===== src/rtl/vp_recovery_controller.sv =====
`default_nettype none
// ============================================================================
// Module   : vp_recovery_controller
// Purpose  : Checkpoint / rollback sequencer for load value prediction.
//            A predicted load snapshots the register file on issue. The
//            controller then waits for the real D-cache data. A match retires
//            the speculation. A mismatch (or a watchdog expiry) drives a
//            register restore, a pipeline-wide flush and a PC redirect,
//            followed by a non-speculative replay of the load.
// Ports    : clk, rst                   - clock, synchronous active-high reset
//            lw_issue_valid/_pc         - predicted load leaving decode
//            pred_value                 - value predicted for that load
//            hc_stall                   - decode stall; blocks issue in IDLE
//            mem_load_valid/_data       - real data for the outstanding load
//            take_snapshot              - snapshot strobe (issue cycle)
//            recover_snapshot           - restore strobe (first RECOVER cycle)
//            flush_all                  - flush all pipeline registers
//            redirect_we, redirect_pc   - PC overload request
//            stall_issue                - hold further predicted loads
//            vp_suppress                - predictor disabled during replay
//            correct_prediction         - outcome pulse, match
//            mispredict                 - outcome pulse, mismatch / timeout
// Config   : VP_TIMEOUT_EN - when defined, a watchdog forces recovery after
//            TIMEOUT_CYCLES speculative cycles without returned data.
// Revision : 1.0 - initial release
// ============================================================================
module vp_recovery_controller #(
    parameter int DATA_WIDTH     = 32,
    parameter int RECOVER_CYCLES = 2,
    parameter int TIMEOUT_CYCLES = 64
) (
    input  logic                  clk,
    input  logic                  rst,
    input  logic                  lw_issue_valid,
    input  logic [DATA_WIDTH-1:0] lw_issue_pc,
    input  logic [DATA_WIDTH-1:0] pred_value,
    input  logic                  hc_stall,
    input  logic                  mem_load_valid,
    input  logic [DATA_WIDTH-1:0] mem_load_data,
    output logic                  take_snapshot,
    output logic                  recover_snapshot,
    output logic                  flush_all,
    output logic                  redirect_we,
    output logic [DATA_WIDTH-1:0] redirect_pc,
    output logic                  stall_issue,
    output logic                  vp_suppress,
    output logic                  correct_prediction,
    output logic                  mispredict
);

    localparam logic [1:0] S_IDLE    = 2'd0;
    localparam logic [1:0] S_SPEC    = 2'd1;
    localparam logic [1:0] S_RECOVER = 2'd2;
    localparam logic [1:0] S_REPLAY  = 2'd3;

    // Recovery counter runs 0 .. RECOVER_CYCLES-1 while in RECOVER.
    localparam int              C_RC_W    = (RECOVER_CYCLES > 1) ? $clog2(RECOVER_CYCLES) : 1;
    localparam logic [C_RC_W-1:0] C_RC_LAST = C_RC_W'(RECOVER_CYCLES - 1);

    // Reject configurations the sequencing cannot honour.
    generate
        if (RECOVER_CYCLES < 1 || TIMEOUT_CYCLES < 2) begin : g_bad_cfg
            $error("vp_recovery_controller: RECOVER_CYCLES must be >= 1 and TIMEOUT_CYCLES >= 2");
        end
    endgenerate

    logic [1:0]            r_state;
    logic [1:0]            w_next_state;
    logic [DATA_WIDTH-1:0] r_spec_pc;
    logic [DATA_WIDTH-1:0] r_spec_val;
    logic [C_RC_W-1:0]     r_rc_cnt;
    logic                  w_latch;
    logic                  w_timeout;

`ifdef VP_TIMEOUT_EN
    localparam int              C_WD_W    = $clog2(TIMEOUT_CYCLES + 1);
    localparam logic [C_WD_W-1:0] C_WD_LAST = C_WD_W'(TIMEOUT_CYCLES - 1);

    logic [C_WD_W-1:0] r_wd_cnt;

    // Expiry is flagged in the cycle that would be the TIMEOUT_CYCLES-th empty
    // SPEC cycle; the counter never wraps because expiry leaves SPEC.
    assign w_timeout = (r_state == S_SPEC) && !mem_load_valid && (r_wd_cnt == C_WD_LAST);

    always_ff @(posedge clk) begin
        if (rst) begin
            r_wd_cnt <= '0;
        end else if (w_latch) begin
            r_wd_cnt <= '0;
        end else if ((r_state == S_SPEC) && !mem_load_valid) begin
            r_wd_cnt <= r_wd_cnt + 1'b1;
        end
    end
`else
    assign w_timeout = 1'b0;
`endif

    assign redirect_pc = r_spec_pc;

    always_comb begin
        w_next_state       = r_state;
        w_latch            = 1'b0;
        take_snapshot      = 1'b0;
        recover_snapshot   = 1'b0;
        flush_all          = 1'b0;
        redirect_we        = 1'b0;
        stall_issue        = 1'b0;
        vp_suppress        = 1'b0;
        correct_prediction = 1'b0;
        mispredict         = 1'b0;
        case (r_state)
            S_IDLE: begin
                // mem_load_valid here belongs to an older load and is ignored.
                if (lw_issue_valid && !hc_stall) begin
                    take_snapshot = 1'b1;
                    w_latch       = 1'b1;
                    w_next_state  = S_SPEC;
                end
            end
            S_SPEC: begin
                stall_issue = 1'b1;
                if (mem_load_valid) begin
                    if (mem_load_data == r_spec_val) begin
                        correct_prediction = 1'b1;
                        w_next_state       = S_IDLE;
                    end else begin
                        mispredict   = 1'b1;
                        w_next_state = S_RECOVER;
                    end
                end else if (w_timeout) begin
                    mispredict   = 1'b1;
                    w_next_state = S_RECOVER;
                end
            end
            S_RECOVER: begin
                flush_all   = 1'b1;
                stall_issue = 1'b1;
                if (r_rc_cnt == '0) begin
                    recover_snapshot = 1'b1;
                    redirect_we      = 1'b1;
                end
                if (r_rc_cnt == C_RC_LAST) begin
                    w_next_state = S_REPLAY;
                end
            end
            S_REPLAY: begin
                vp_suppress = 1'b1;
                if (mem_load_valid) begin
                    w_next_state = S_IDLE;
                end
            end
            default: begin
                w_next_state = S_IDLE;
            end
        endcase
    end

    always_ff @(posedge clk) begin
        if (rst) begin
            r_state    <= S_IDLE;
            r_spec_pc  <= '0;
            r_spec_val <= '0;
            r_rc_cnt   <= '0;
        end else begin
            r_state <= w_next_state;
            if (w_latch) begin
                r_spec_pc  <= lw_issue_pc;
                r_spec_val <= pred_value;
            end
            // Counts only while remaining in RECOVER; zero on entry.
            if ((r_state == S_RECOVER) && (w_next_state == S_RECOVER)) begin
                r_rc_cnt <= r_rc_cnt + 1'b1;
            end else begin
                r_rc_cnt <= '0;
            end
        end
    end

endmodule
`default_nettype wire


===== config.mk =====
export PLATFORM = sky130hd
export DESIGN_NAME = vp_recovery_controller
export DESIGN_NICKNAME = d
export VERILOG_FILES = /design/src/rtl/vp_recovery_controller.sv
export SDC_FILE = /design/constraint.sdc
export NUM_CORES = 1
export LEC_CHECK = 0
export BUFFER_PORTS_ARGS = -buffer_cell sky130_fd_sc_hd__buf_2
export CAP_MARGIN = 20
export CORE_UTILIZATION = 40
export CTS_CLUSTER_SIZE = 16
export DETAILED_ROUTE_END_ITERATION = 8
export PLACE_DENSITY = 0.74
export SLEW_MARGIN = 10
export SYNTH_ARGS = -nofsm -noshare
export SYNTH_HDL_FRONTEND = slang
export SYNTH_SLANG_ARGS = --single-unit

===== constraint.sdc =====
create_clock -name clk -period 1.2 [get_ports clk]
set_input_delay 0.24 -clock clk [delete_from_list [all_inputs] [get_ports clk]]
set_output_delay 0.24 -clock clk [all_outputs]
set_load 0.01 [all_outputs]

Word level (Yosys, flattened, before mapping)

Index checks and enable logic that the tools add are counted.

Register bits: 67
Bits of input ports: 101
Output and inout port bits: 40
Logic and storage cells: 36

Add/subtract/negate cells: 1
Equal/unequal tests: 5
Mux-type cells: 19
Bitwise operators: 1
Reductions and logical operators: 6

Operators by type and width:

| kind                                                             | count |
|---|---|
| 32-bit == test                                                   | 1 |
| 1-bit 2-to-1 mux                                                 | 13 |
| 2-bit 2-to-1 mux                                                 | 5 |
| 2-bit case mux with 4 select lines                               | 1 |
| 2-bit == test (second input constant)                            | 3 |
| 2-bit OR reduction                                               | 2 |
| 2-bit by 1-bit == test with 1-bit output (second input constant) | 1 |
| 1-bit logical AND                                                | 2 |
| 2-bit logical NOT                                                | 1 |
| 1-bit adder (second input constant)                              | 1 |
| 1-bit logical NOT                                                | 1 |
| 1-bit NOT                                                        | 1 |

Longest topological paths before layout

Gate-level depths: netlist (run 1).

Word-level depth: 8
Mapped depth: 8
Depth with buffers taken out: 7

Worst setup path before layout (run 1)

Ideal clock, no wire load.

Path type: flip-flop to output port
Start: reg r_spec_val[19]
End: out correct_prediction
Data arrival time: 1.134 ns
Required time: 0.960 ns
Path slack: -0.174 ns
Stages on the path, launching flop included: 6
Path buffers: 0
Path through: dfxtp_1 -> xnor2_1 -> nand4_1 -> nor4_2 -> nand2_1 -> nor2_1

Longest elaborated chain between the ends: 4

RTL lines:

| element                | RTL line | RTL |
|---|---|---|
| from (decl)            | 70       | `logic [DATA_WIDTH-1:0] r_spec_val;` |
| from (signal assigned) | 168      | `r_spec_val <= pred_value;` |
| 32-bit == test         | 123      | `if (mem_load_data == r_spec_val) begin` |
| 1-bit 2-to-1 mux       | 123      |  |
| 1-bit 2-to-1 mux       | 122      | `if (mem_load_valid) begin` |
| 1-bit 2-to-1 mux       | 111      | `case (r_state)` |
| to (decl)              | 47       | `output logic correct_prediction,` |

Every way passes these cells.

Worst setup path after layout (run 1)

Start: reg r_spec_val[7]
End: out correct_prediction

Same word-level chain as after synthesis.

==> impl_metrics.env, run 1 <==
export IMPL_outcome="finished, violations left"
export IMPL_violations="setup timing"
export IMPL_finalSetupViolations=75
export IMPL_yosysWarnings=0
export IMPL_post_place_ws_ns=-0.495
export IMPL_finalHoldViolations=0
export IMPL_cts_buffers=9
export IMPL_syn_instance_count=351
export IMPL_pwr_density_cell_nw_per_um2=1410
export IMPL_ant_nets=0
export IMPL_setup_worst_path_end_class="output port"
export IMPL_multi_input_area_sq_um=2370
export IMPL_globalRouteOverflowTotal=0
export IMPL_die_h_um=85.7
export IMPL_rsz0062_at_grt="true"
export IMPL_worst_pin_slew_ns=0.593
export IMPL_dr_pass1_iters=4
export IMPL_drc_errors=0
export IMPL_seq_area_frac_synth_pct=47.9
export IMPL_yosysUniqueCellTypes=21
export IMPL_cts_tree="yes"
export IMPL_switchingPower_mw=2.70
export IMPL_syn2layout_area_growth_pct=104
export IMPL_cap_violations=0
export IMPL_antenna_found_initial=1
export IMPL_cp_required_ns=0.96
export IMPL_num_nets_final=638
export IMPL_postCtsHoldBufs=0
export IMPL_dieArea_sq_um=7350
export IMPL_pwr_share_comb_pct=39.9
export IMPL_seq_power_share_pct=32.8
export IMPL_start_kind="flop"
export IMPL_io_pin_count=141
export IMPL_drt_vias_per_instance=5.37
export IMPL_fin_ws_ns=-0.871
export IMPL_fin_skew_ns=0.0103
export IMPL_design_core_area_sq_um=6790
export IMPL_worstPathMaxFanout=2
export IMPL_finalPower_mw=8.08
export IMPL_crit_arrival_ns=1.83
export IMPL_rows=30
export IMPL_cts_buffer_depth=2
export IMPL_max_freq_ghz=0.483
export IMPL_final_min_clock_period_ns=2.07
export IMPL_ir_drop_mv=0.907
export IMPL_p_sw_share_pct=33.5
export IMPL_clk_latency_ns=0.34
export IMPL_grt_pass1_vias=3319
export IMPL_tns_ns=-22.96
export IMPL_ctsRootBufferMaster="clkbuf_8"
export IMPL_cts_sinks=67
export IMPL_htree_levels=3
export IMPL_chipWidth_um=85.7
export IMPL_n_fill_cell=333
export IMPL_synth_seq_cells=67
export IMPL_regArea_sq_um=1360
export IMPL_wl_per_cell_um=20.6
export IMPL_synth_area_sq_um=2800
export IMPL_drv_slew=0
export IMPL_post_dp_hpwl_um=5200
export IMPL_drtIter0Drc=167
export IMPL_cellInternalPower_mw=5.37
export IMPL_grt_usage_pct=29.7
export IMPL_p_clk_share_pct=27.3
export IMPL_p_leak_nw=2.56
export IMPL_crit_type="reg -> out"
export IMPL_gp_congestion=0.759
export IMPL_clk_pin_slew_ns=0.08
export IMPL_drt_wl_total_um=13100
export IMPL_grt_pass1_wl_um=16400
export IMPL_slew_limit_headroom_pct=60.5
export IMPL_synth_avg_cell_area_sq_um=7.98
export IMPL_syn_num_nets=457
export IMPL_layout_drive_gt1_share_pct=78.0
export IMPL_start_util_pct=41.3
export IMPL_grt_max_degree=37
export IMPL_finalCritPeriodShare_pct=173
export IMPL_port_buffers=140
export IMPL_vias=3404
export IMPL_hp_class="in -> reg"
==> repair_timing <==
item | 4_1_cts | 5_1_grt
buffers inserted | 21 | 13
gates resized for setup | 169 | 184
setup endpoints to repair | 75 | 75
pin swaps | 77 | 86
gates cloned | 16 | 2
==> layout by cell type (no fill, tap or decap), drive strengths merged <==
| cell type | Yosys | routed |
|---|---|---|
| dfxtp | 67 | 67 |
| inv | 3 | 3 |
| diode | 0 | 1 |
| clkinvlp | 0 | 3 |
| nor2b | 3 | 3 |
| nand4 | 8 | 8 |
| ha | 5 | 5 |
| nor4b | 1 | 1 |
| buf | 15 | 190 |
| bufinv | 0 | 1 |
| nor4 | 2 | 2 |
| xnor2 | 32 | 32 |
| o2bb2ai | 1 | 1 |
| a21oi | 66 | 66 |
| a211oi | 1 | 1 |
| nor2 | 5 | 5 |
| nand2 | 131 | 131 |
| o31ai | 1 | 1 |
| clkbuf | 7 | 14 |
| nand2b | 1 | 1 |
| o21ai | 2 | 2 |
==> metal layers <==
layer,global-route usage (%),wire length (um)
met5,0,0
met4,12.6,590
met3,6.74,935
met2,54.0,6780
met1,33.4,4760
==> per-stage QoR <==
| stage | cells | hold WS (ns) | instance area, sq um | util [%] |
|---|---|---|---|---|
| after floorplan | 351 | 0.368 | 2880 | - |
| after global placement | 578 | 0.439 | 3680 | 54.2 |
| after detailed placement | 578 | 0.443 | 3680 | 54.2 |
| after CTS | 630 | 0.122 | 5130 | 75.5 |
| after global routing | 634 | 0.119 | 5720 | 84.2 |
| final | 634 | 0.132 | 5720 | 84.2 |
==> cell usage after synthesis <==
| master | n | area (sq um) |
|---|---|---|
| a211oi_1 | 1 | 7.51 |
| a21oi_1 | 66 | 330 |
| buf_2 | 7 | 35.0 |
| buf_4 | 8 | 60.1 |
| clkbuf_1 | 7 | 26.3 |
| dfxtp_1 | 67 | 1340 |
| ha_1 | 5 | 62.6 |
| inv_1 | 2 | 7.51 |
| inv_2 | 1 | 3.75 |
| nand2_1 | 131 | 492 |
| nand2b_1 | 1 | 6.26 |
| nand4_1 | 8 | 50.1 |
| nor2_1 | 5 | 18.8 |
| nor2b_1 | 2 | 12.5 |
| nor2b_2 | 1 | 8.76 |
| nor4_2 | 2 | 25.0 |
| nor4b_1 | 1 | 8.76 |
| o21ai_0 | 2 | 10.0 |
| o2bb2ai_1 | 1 | 8.76 |
| o31ai_1 | 1 | 7.51 |
| xnor2_1 | 32 | 280 |
==> path summary, 6_finish.rpt <==
path | from | end | slack (ns) | cells after the start
setup / recovery | r_spec_val[7] | correct_prediction | -0.87 | 6
hold reg to reg | redirect_pc[21] | redirect_pc[21] | 0.47 | 2
setup reg to reg | r_spec_val[7] | r_state[1] | -0.41 | 6
hold / removal | pred_value[17] | r_spec_val[17] | 0.13 | 3
==> layout make-up <==
cell class | count | share of cell area (%)
Clock buffer | 12 | 3.28
Multi-Input combinational cell | 259 | 41.5
Inverter | 3 | 0.328
Sequential cell | 67 | 23.8
Clock inverter | 4 | 0.919
Tap cell | 96 | 2.10
Timing Repair Buffer | 192 | 28.1
Antenna cell | 1 | 0.0438
==> power groups by stage <==
stage | clock (mW) | sequential (mW) | combinational (mW)
2_1_floorplan | 0 | 2.64 | 0.820
3_3_place_gp | 0 | 2.60 | 1.32
3_5_place_dp | 0 | 2.61 | 1.35
4_1_cts | 2.20 | 2.58 | 2.67
5_1_grt | 2.33 | 2.67 | 3.35
6_report | 2.20 | 2.65 | 3.22
==> state kept, by name, indices dropped and copies added (netlist names) <==
signal / count
redirect_pc: 32
r_state: 2
r_spec_val: 32
r_rc_cnt: 1
==> cells by family (layout without fill, tap and decap cells) <==
group                    count (synthesis)  after routing  share of synthesized area [%]
AND/OR/NAND/NOR                        151            151                           22.2
AO/OA/AOI/OAI                           71             71                           13.0
other                                    0              1                              0
XOR/XNOR                                32             32                           10.0
flip-flops                              67             67                           47.9
adder cells (fa/ha/maj)                  5              5                           2.23
buffers and inverters                   25            211                           4.73
==> critical path, stage by stage, from the launching register on <==
cell and delay, ns:
dfxtp_1 0.40, xnor2_1 0.14, nand4_1 0.28, nor4_4 0.34, nand2_2 0.11, nor2_2 0.09, buf_2 0.13
Note: power is estimated with default switching activity, not from simulation.
==> run 2: changes to the inputs <==
--- a/config.mk
+++ b/config.mk
@@ -5,12 +5,12 @@
 export SDC_FILE = /design/constraint.sdc
 export NUM_CORES = 1
 export LEC_CHECK = 0
-export BUFFER_PORTS_ARGS = -buffer_cell sky130_fd_sc_hd__buf_2
 export CAP_MARGIN = 20
+export CORE_MARGIN = 3
 export CORE_UTILIZATION = 40
 export CTS_CLUSTER_SIZE = 16
 export DETAILED_ROUTE_END_ITERATION = 8
-export PLACE_DENSITY = 0.74
+export DONT_BUFFER_PORTS = 1
 export SLEW_MARGIN = 10
 export SYNTH_ARGS = -nofsm -noshare
 export SYNTH_HDL_FRONTEND = slang
==> run 2 against run 1 <==
- sequential share of layout area grew 5.7 points
- final area shrank 19%
- final cell count shrank 24%
- the flow finishes with violations (hold timing, setup timing)
- register-to-register slack lost 0.27 ns
- die area grew 9.6%
- clock-buffer cell count is the same
- utilization shrank 13 points
- setup slack gained 0.14 ns
- clock power shrank 18%
- power shrank 17%
- combinational power shrank 30%
- non-clock buffer count shrank 149
==> impl_metrics.env, run 2 (synthesized netlist as in run 1, its figures left out) <==
export IMPL_wl_per_cell_um=19.8
export IMPL_cts_sinks=67
export IMPL_slew_limit_headroom_pct=79.7
export IMPL_chipWidth_um=89.7
export IMPL_syn2layout_area_growth_pct=65.7
export IMPL_fin_ws_ns=-0.734
export IMPL_design_core_area_sq_um=6570
export IMPL_ir_drop_mv=1.07
export IMPL_start_util_pct=42.7
export IMPL_drt_wl_total_um=9520
export IMPL_max_stage_delay_ns=0.40
export IMPL_dieArea_sq_um=8050
export IMPL_most_common_layout_cells="nand2_4 (61), a21oi_2 (58), dfxtp_1 (51)"
export IMPL_globalRouteOverflowTotal=0
export IMPL_p_clk_share_pct=26.8
export IMPL_cap_violations=0
export IMPL_num_nets_final=489
export IMPL_rows=29
export IMPL_max_freq_ghz=0.517
export IMPL_finalCritPeriodShare_pct=161
export IMPL_route_top_layer_used="met4"
export IMPL_hp_class="in -> reg"
export IMPL_vias=2526
export IMPL_die_h_um=89.7
export IMPL_htree_levels=3
export IMPL_post_place_ws_ns=-0.335
export IMPL_pwr_share_comb_pct=33.4
export IMPL_p_sw_share_pct=32.7
export IMPL_cellInternalPower_mw=4.53
export IMPL_drtIter0Drc=65
export IMPL_violations="hold timing, setup timing"
export IMPL_io_pin_count=141
export IMPL_seq_power_share_pct=39.9
export IMPL_grt_max_degree=67
export IMPL_antenna_found_initial=0
export IMPL_hold_ws_ns=-0.0493
export IMPL_wl_met1_um=3550
export IMPL_layout_commonest_cell="nand2_4"
export IMPL_r2r_slack_ns=-0.68
export IMPL_drv_slew=0
export IMPL_post_route_util_pct=70.7
export IMPL_gp_congestion=0.791
export IMPL_rsz0062_at_grt="true"
export IMPL_ant_nets=0
export IMPL_critPathSlowestCell="dfxtp_1"
export IMPL_port_buffers=0
export IMPL_dr_pass1_iters=4
export IMPL_fin_skew_ns=0.00983
export IMPL_finalHoldViolations=22
export IMPL_dr_wl_met3_um=797
export IMPL_diodes=0
export IMPL_finalSetupViolations=75
export IMPL_cts_tree="yes"
export IMPL_wl_met2_um=5030
export IMPL_cp_required_ns=0.96
export IMPL_worst_path_buf_inv=0
export IMPL_drc_errors=0
export IMPL_post_dp_hpwl_um=4710
export IMPL_grt_usage_pct=22.1
export IMPL_clk_pin_slew_ns=0.08
export IMPL_ctsRootBufferMaster="clkbuf_8"
export IMPL_grt_pass1_vias=2606
export IMPL_clk_latency_ns=0.34
export IMPL_final_min_clock_period_ns=1.93
export IMPL_outcome="finished, violations left"
export IMPL_worst_pin_slew_ns=0.303
export IMPL_crit_type="reg -> out"
export IMPL_layout_drive_gt1_share_pct=65.7
export IMPL_switchingPower_mw=2.20
export IMPL_crit_arrival_ns=1.69
export IMPL_path_cells="xnor2_1 > nand4_1 > nor4_4 > nand2_2 > nor2_4"
export IMPL_worstPathMaxFanout=2
export IMPL_critPathTopFamily="simple AND/OR/NAND/NOR gates"
export IMPL_setup_worst_path_end_class="output port"
export IMPL_pwr_density_cell_nw_per_um2=1450
export IMPL_cts_buffers=9
export IMPL_final_area_sq_um=4640
export IMPL_tns_ns=-16.79
export IMPL_placed_area_sq_um=2960
export IMPL_start_kind="flop"
export IMPL_cts_buffer_depth=2
export IMPL_grt_pass1_wl_um=14000
export IMPL_p_leak_nw=1.77
export IMPL_drt_vias_per_instance=5.25
## run 2: changes by cell type in the layout (fill, tap and decap cells not counted), moves of 3 or more
cell	delta
buf_2	-134
nand2_4	-18
nand2_1	+16
buf_16	-6
buf_4	-5
dfxtp_1	-4
buf_6	-3
clkbuf_16	-3
clkinv_2	+3
clkinvlp_4	-3
dfxtp_2	+3
## run 2: final cells by class
class | count | area [sq um]
multi-input combinational | 259 | 2280
fill | 449 | 1920
clock buffer | 12 | 166
clock inverter | 4 | 21.3
inverter | 3 | 23.8
tap | 93 | 116
timing repair buffer | 43 | 672
sequential | 67 | 1370
## run 2: routing by layer
metal	vias up	track usage (%)
met5	-	0
met4	0	6.39
met2	89	37.3
li1	1207	-
met3	10	9.77
met1	1220	25.3
## run 2: metrics by stage
stage,power (mW),std cells
after global routing,7.03,481
after global placement,3.57,434
final,6.73,481
after floorplan,3.46,351
after CTS,6.54,485
after detailed placement,3.59,434
## run 2: what timing repair did
| item | in CTS | in global routing |
|---|---|---|
| gates resized for setup | 174 | 142 |
| pin swaps | 106 | 89 |
| hold endpoints to repair | 65 | 65 |
| buffers inserted | 24 | 11 |
| setup endpoints to repair | 75 | 75 |
| cloned | 13 | 0 |
## run 2: power by group through the flow
stage                     registers [mW]  logic [mW]  clock network [mW]
final                               2.68        2.24                1.80
after global routing                2.71        2.39                1.93
after CTS                           2.65        2.05                1.83
after detailed placement            2.68       0.914                   0
after global placement              2.67       0.896                   0
after floorplan                     2.64       0.820                   0
## run 2: final timing paths
| kind | from | endpoint | cells past startpoint |
|---|---|---|---|
| max | r_spec_val[26] | correct_prediction | 5 |
| min | rst | redirect_pc[2] | 1 |
| max reg2reg | r_spec_val[26] | r_state[1] | 9 |
| min reg2reg | r_spec_val[24] | r_spec_val[24] | 2 |
==> run 3: changes to the inputs <==
--- a/config.mk
+++ b/config.mk
@@ -6,11 +6,15 @@
 export NUM_CORES = 1
 export LEC_CHECK = 0
 export CAP_MARGIN = 20
+export CELL_PAD_IN_SITES_DETAIL_PLACEMENT = 1
+export CELL_PAD_IN_SITES_GLOBAL_PLACEMENT = 1
 export CORE_MARGIN = 3
-export CORE_UTILIZATION = 40
+export CORE_UTILIZATION = 39
 export CTS_CLUSTER_SIZE = 16
 export DETAILED_ROUTE_END_ITERATION = 8
 export DONT_BUFFER_PORTS = 1
+export HOLD_SLACK_MARGIN = 0.12
+export PLACE_DENSITY_LB_ADDON = 0.1
 export SLEW_MARGIN = 10
 export SYNTH_ARGS = -nofsm -noshare
 export SYNTH_HDL_FRONTEND = slang
==> run 3 against run 2 <==
- fmax fell by 4.4%
- combinational power rose by 17%
- utilization rose by 1.5 points
- final area rose by 6.8%
- critical path type unchanged
- clock-buffer cell count rose by 1
- die area rose by 2.4%
- the flow still finishes with violations (hold timing, setup timing)
- via count rose by 12%
- final cell count rose by 2.7%
- first-iteration DRC count rose to 2.7 times the previous value
- largest power group unchanged
==> impl_metrics.env, run 3 (synthesized netlist as in run 1, its figures left out) <==
export IMPL_ctsRootBufferMaster="clkbuf_8"
export IMPL_min_from="rst"
export IMPL_violations="hold timing, setup timing"
export IMPL_cts_sinks=67
export IMPL_diodes=0
export IMPL_wl_per_cell_um=29.5
export IMPL_clk_pin_slew_ns=0.08
export IMPL_p_leak_nw=1.92
export IMPL_start_kind="flop"
export IMPL_crit_arrival_ns=1.78
export IMPL_drv_slew=0
export IMPL_r2r_slack_ns=-0.58
export IMPL_fin_skew_ns=0.00369
export IMPL_cts_tree="yes"
export IMPL_outcome="finished, violations left"
export IMPL_vias=2824
export IMPL_clk_latency_ns=0.35
export IMPL_grt_max_degree=67
export IMPL_grt_usage_pct=27.5
export IMPL_dieArea_sq_um=8240
export IMPL_antenna_found_initial=0
export IMPL_gp_congestion=0.698
export IMPL_hold_ws_ns=-0.0522
export IMPL_rsz0062_at_grt="true"
export IMPL_dpl_cell_count=434
export IMPL_grt_pass1_vias=2929
export IMPL_drt_wl_total_um=14600
export IMPL_start_util_pct=40.8
export IMPL_dr_pass1_iters=4
export IMPL_io_pin_count=141
export IMPL_slew_limit_headroom_pct=69.0
export IMPL_max_freq_ghz=0.495
export IMPL_final_min_clock_period_ns=2.02
export IMPL_drtIter0Drc=173
export IMPL_drt_vias_per_instance=5.72
export IMPL_setup_worst_path_end_class="output port"
export IMPL_finalCritPeriodShare_pct=169
export IMPL_crit_type="reg -> out"
export IMPL_min_to="r_spec_val[18]"
export IMPL_layout_drive_gt1_share_pct=71.6
export IMPL_num_nets_final=499
export IMPL_post_dp_hpwl_um=5320
export IMPL_cap_violations=0
export IMPL_most_common_layout_cells="nand2_4 (61), a21oi_2 (61), dfxtp_1 (41)"
export IMPL_pwr_density_cell_nw_per_um2=1460
export IMPL_rr_startpoint="r_spec_val[9]"
export IMPL_cts_buffers=9
export IMPL_ir_drop_mv=1.05
export IMPL_finalPower_mw=7.23
export IMPL_design_core_area_sq_um=6870
export IMPL_finalHoldViolations=61
export IMPL_stdcell_count=494
export IMPL_grt_pass1_wl_um=17100
export IMPL_cp_required_ns=0.96
export IMPL_die_h_um=90.8
export IMPL_chipWidth_um=90.8
export IMPL_hp_class="in -> reg"
export IMPL_drc_errors=0
export IMPL_fin_ws_ns=-0.822
export IMPL_port_buffers=0
export IMPL_globalRouteOverflowTotal=0
export IMPL_ant_nets=0
export IMPL_rows=30
export IMPL_r2r_end="r_state[1]"
export IMPL_finalSetupViolations=75
export IMPL_htree_levels=3
export IMPL_hold_depth=1
export IMPL_worst_pin_slew_ns=0.460
export IMPL_reg2regPathDepth=8
export IMPL_cts_buffer_depth=2
export IMPL_tns_ns=-19.54
export IMPL_post_place_ws_ns=-0.345
export IMPL_worstPathMaxFanout=2
export IMPL_syn2layout_area_growth_pct=77.0
## run 3: worst max-delay path by stage
stage                               from                  to  slack (ns)  cells past startpoint
after CTS                 r_spec_val[22]  correct_prediction       -0.63                      6
final                      r_spec_val[9]  correct_prediction       -0.82                      6
after detailed placement  r_spec_val[25]  correct_prediction       -0.35                      6
after global placement    r_spec_val[25]  correct_prediction       -0.31                      6
after global routing       r_spec_val[9]  correct_prediction       -0.95                      6
after floorplan           r_spec_val[30]  correct_prediction       -0.12                      5
## run 3: routing by layer
metal | share of wire, % | up-vias | routed length (um) | global-route usage (%)
met5 | 0 | - | 0 | 0
li1 | - | 1229 | - | -
met2 | 54 | 147 | 7850 | 50.5
met3 | 6.5 | 42 | 951 | 8.17
met1 | 35 | 1406 | 5150 | 29.9
met4 | 4.4 | 0 | 644 | 9.05
## run 3: critical path, cell delays in order (launching register included)
cell     delay (ns)
dfxtp_1        0.34
xnor2_1        0.25
nand4_1        0.18
nor4_2         0.27
buf_4          0.18
nand2_4        0.06
nor2_4         0.14
## run 3: metrics by stage
step	utilization [%]	cell area, sq um
final	72.2	4960
after CTS	63.9	4390
after detailed placement	43.1	2960
after global routing	72.2	4960
after floorplan	-	2880
after global placement	43.1	2960
## run 3: layout make-up
cell class                 instances  area, sq um
sequential                        67         1390
fill                             648         1910
tap                               96          120
clock inverter                     3         20.0
clock buffer                      13          170
multi-input combinational        259         2370
inverter                           3         21.3
timing repair buffer              53          866
## run 3: power breakdown
group          leakage [nW]  internal [mW]  total (mW)  switching [mW]
logic                  1.27           1.33        2.62            1.28
registers             0.560           2.44        2.73           0.292
clock network        0.0908          0.933        1.88           0.951
## run 3: what timing repair did
item | in CTS | in global routing
resized for setup | 182 | 141
buffers inserted | 19 | 15
setup endpoints to repair | 75 | 75
gates cloned | 16 | 1
pin swaps | 104 | 67
endpoints found under the hold margin | 65 | 65
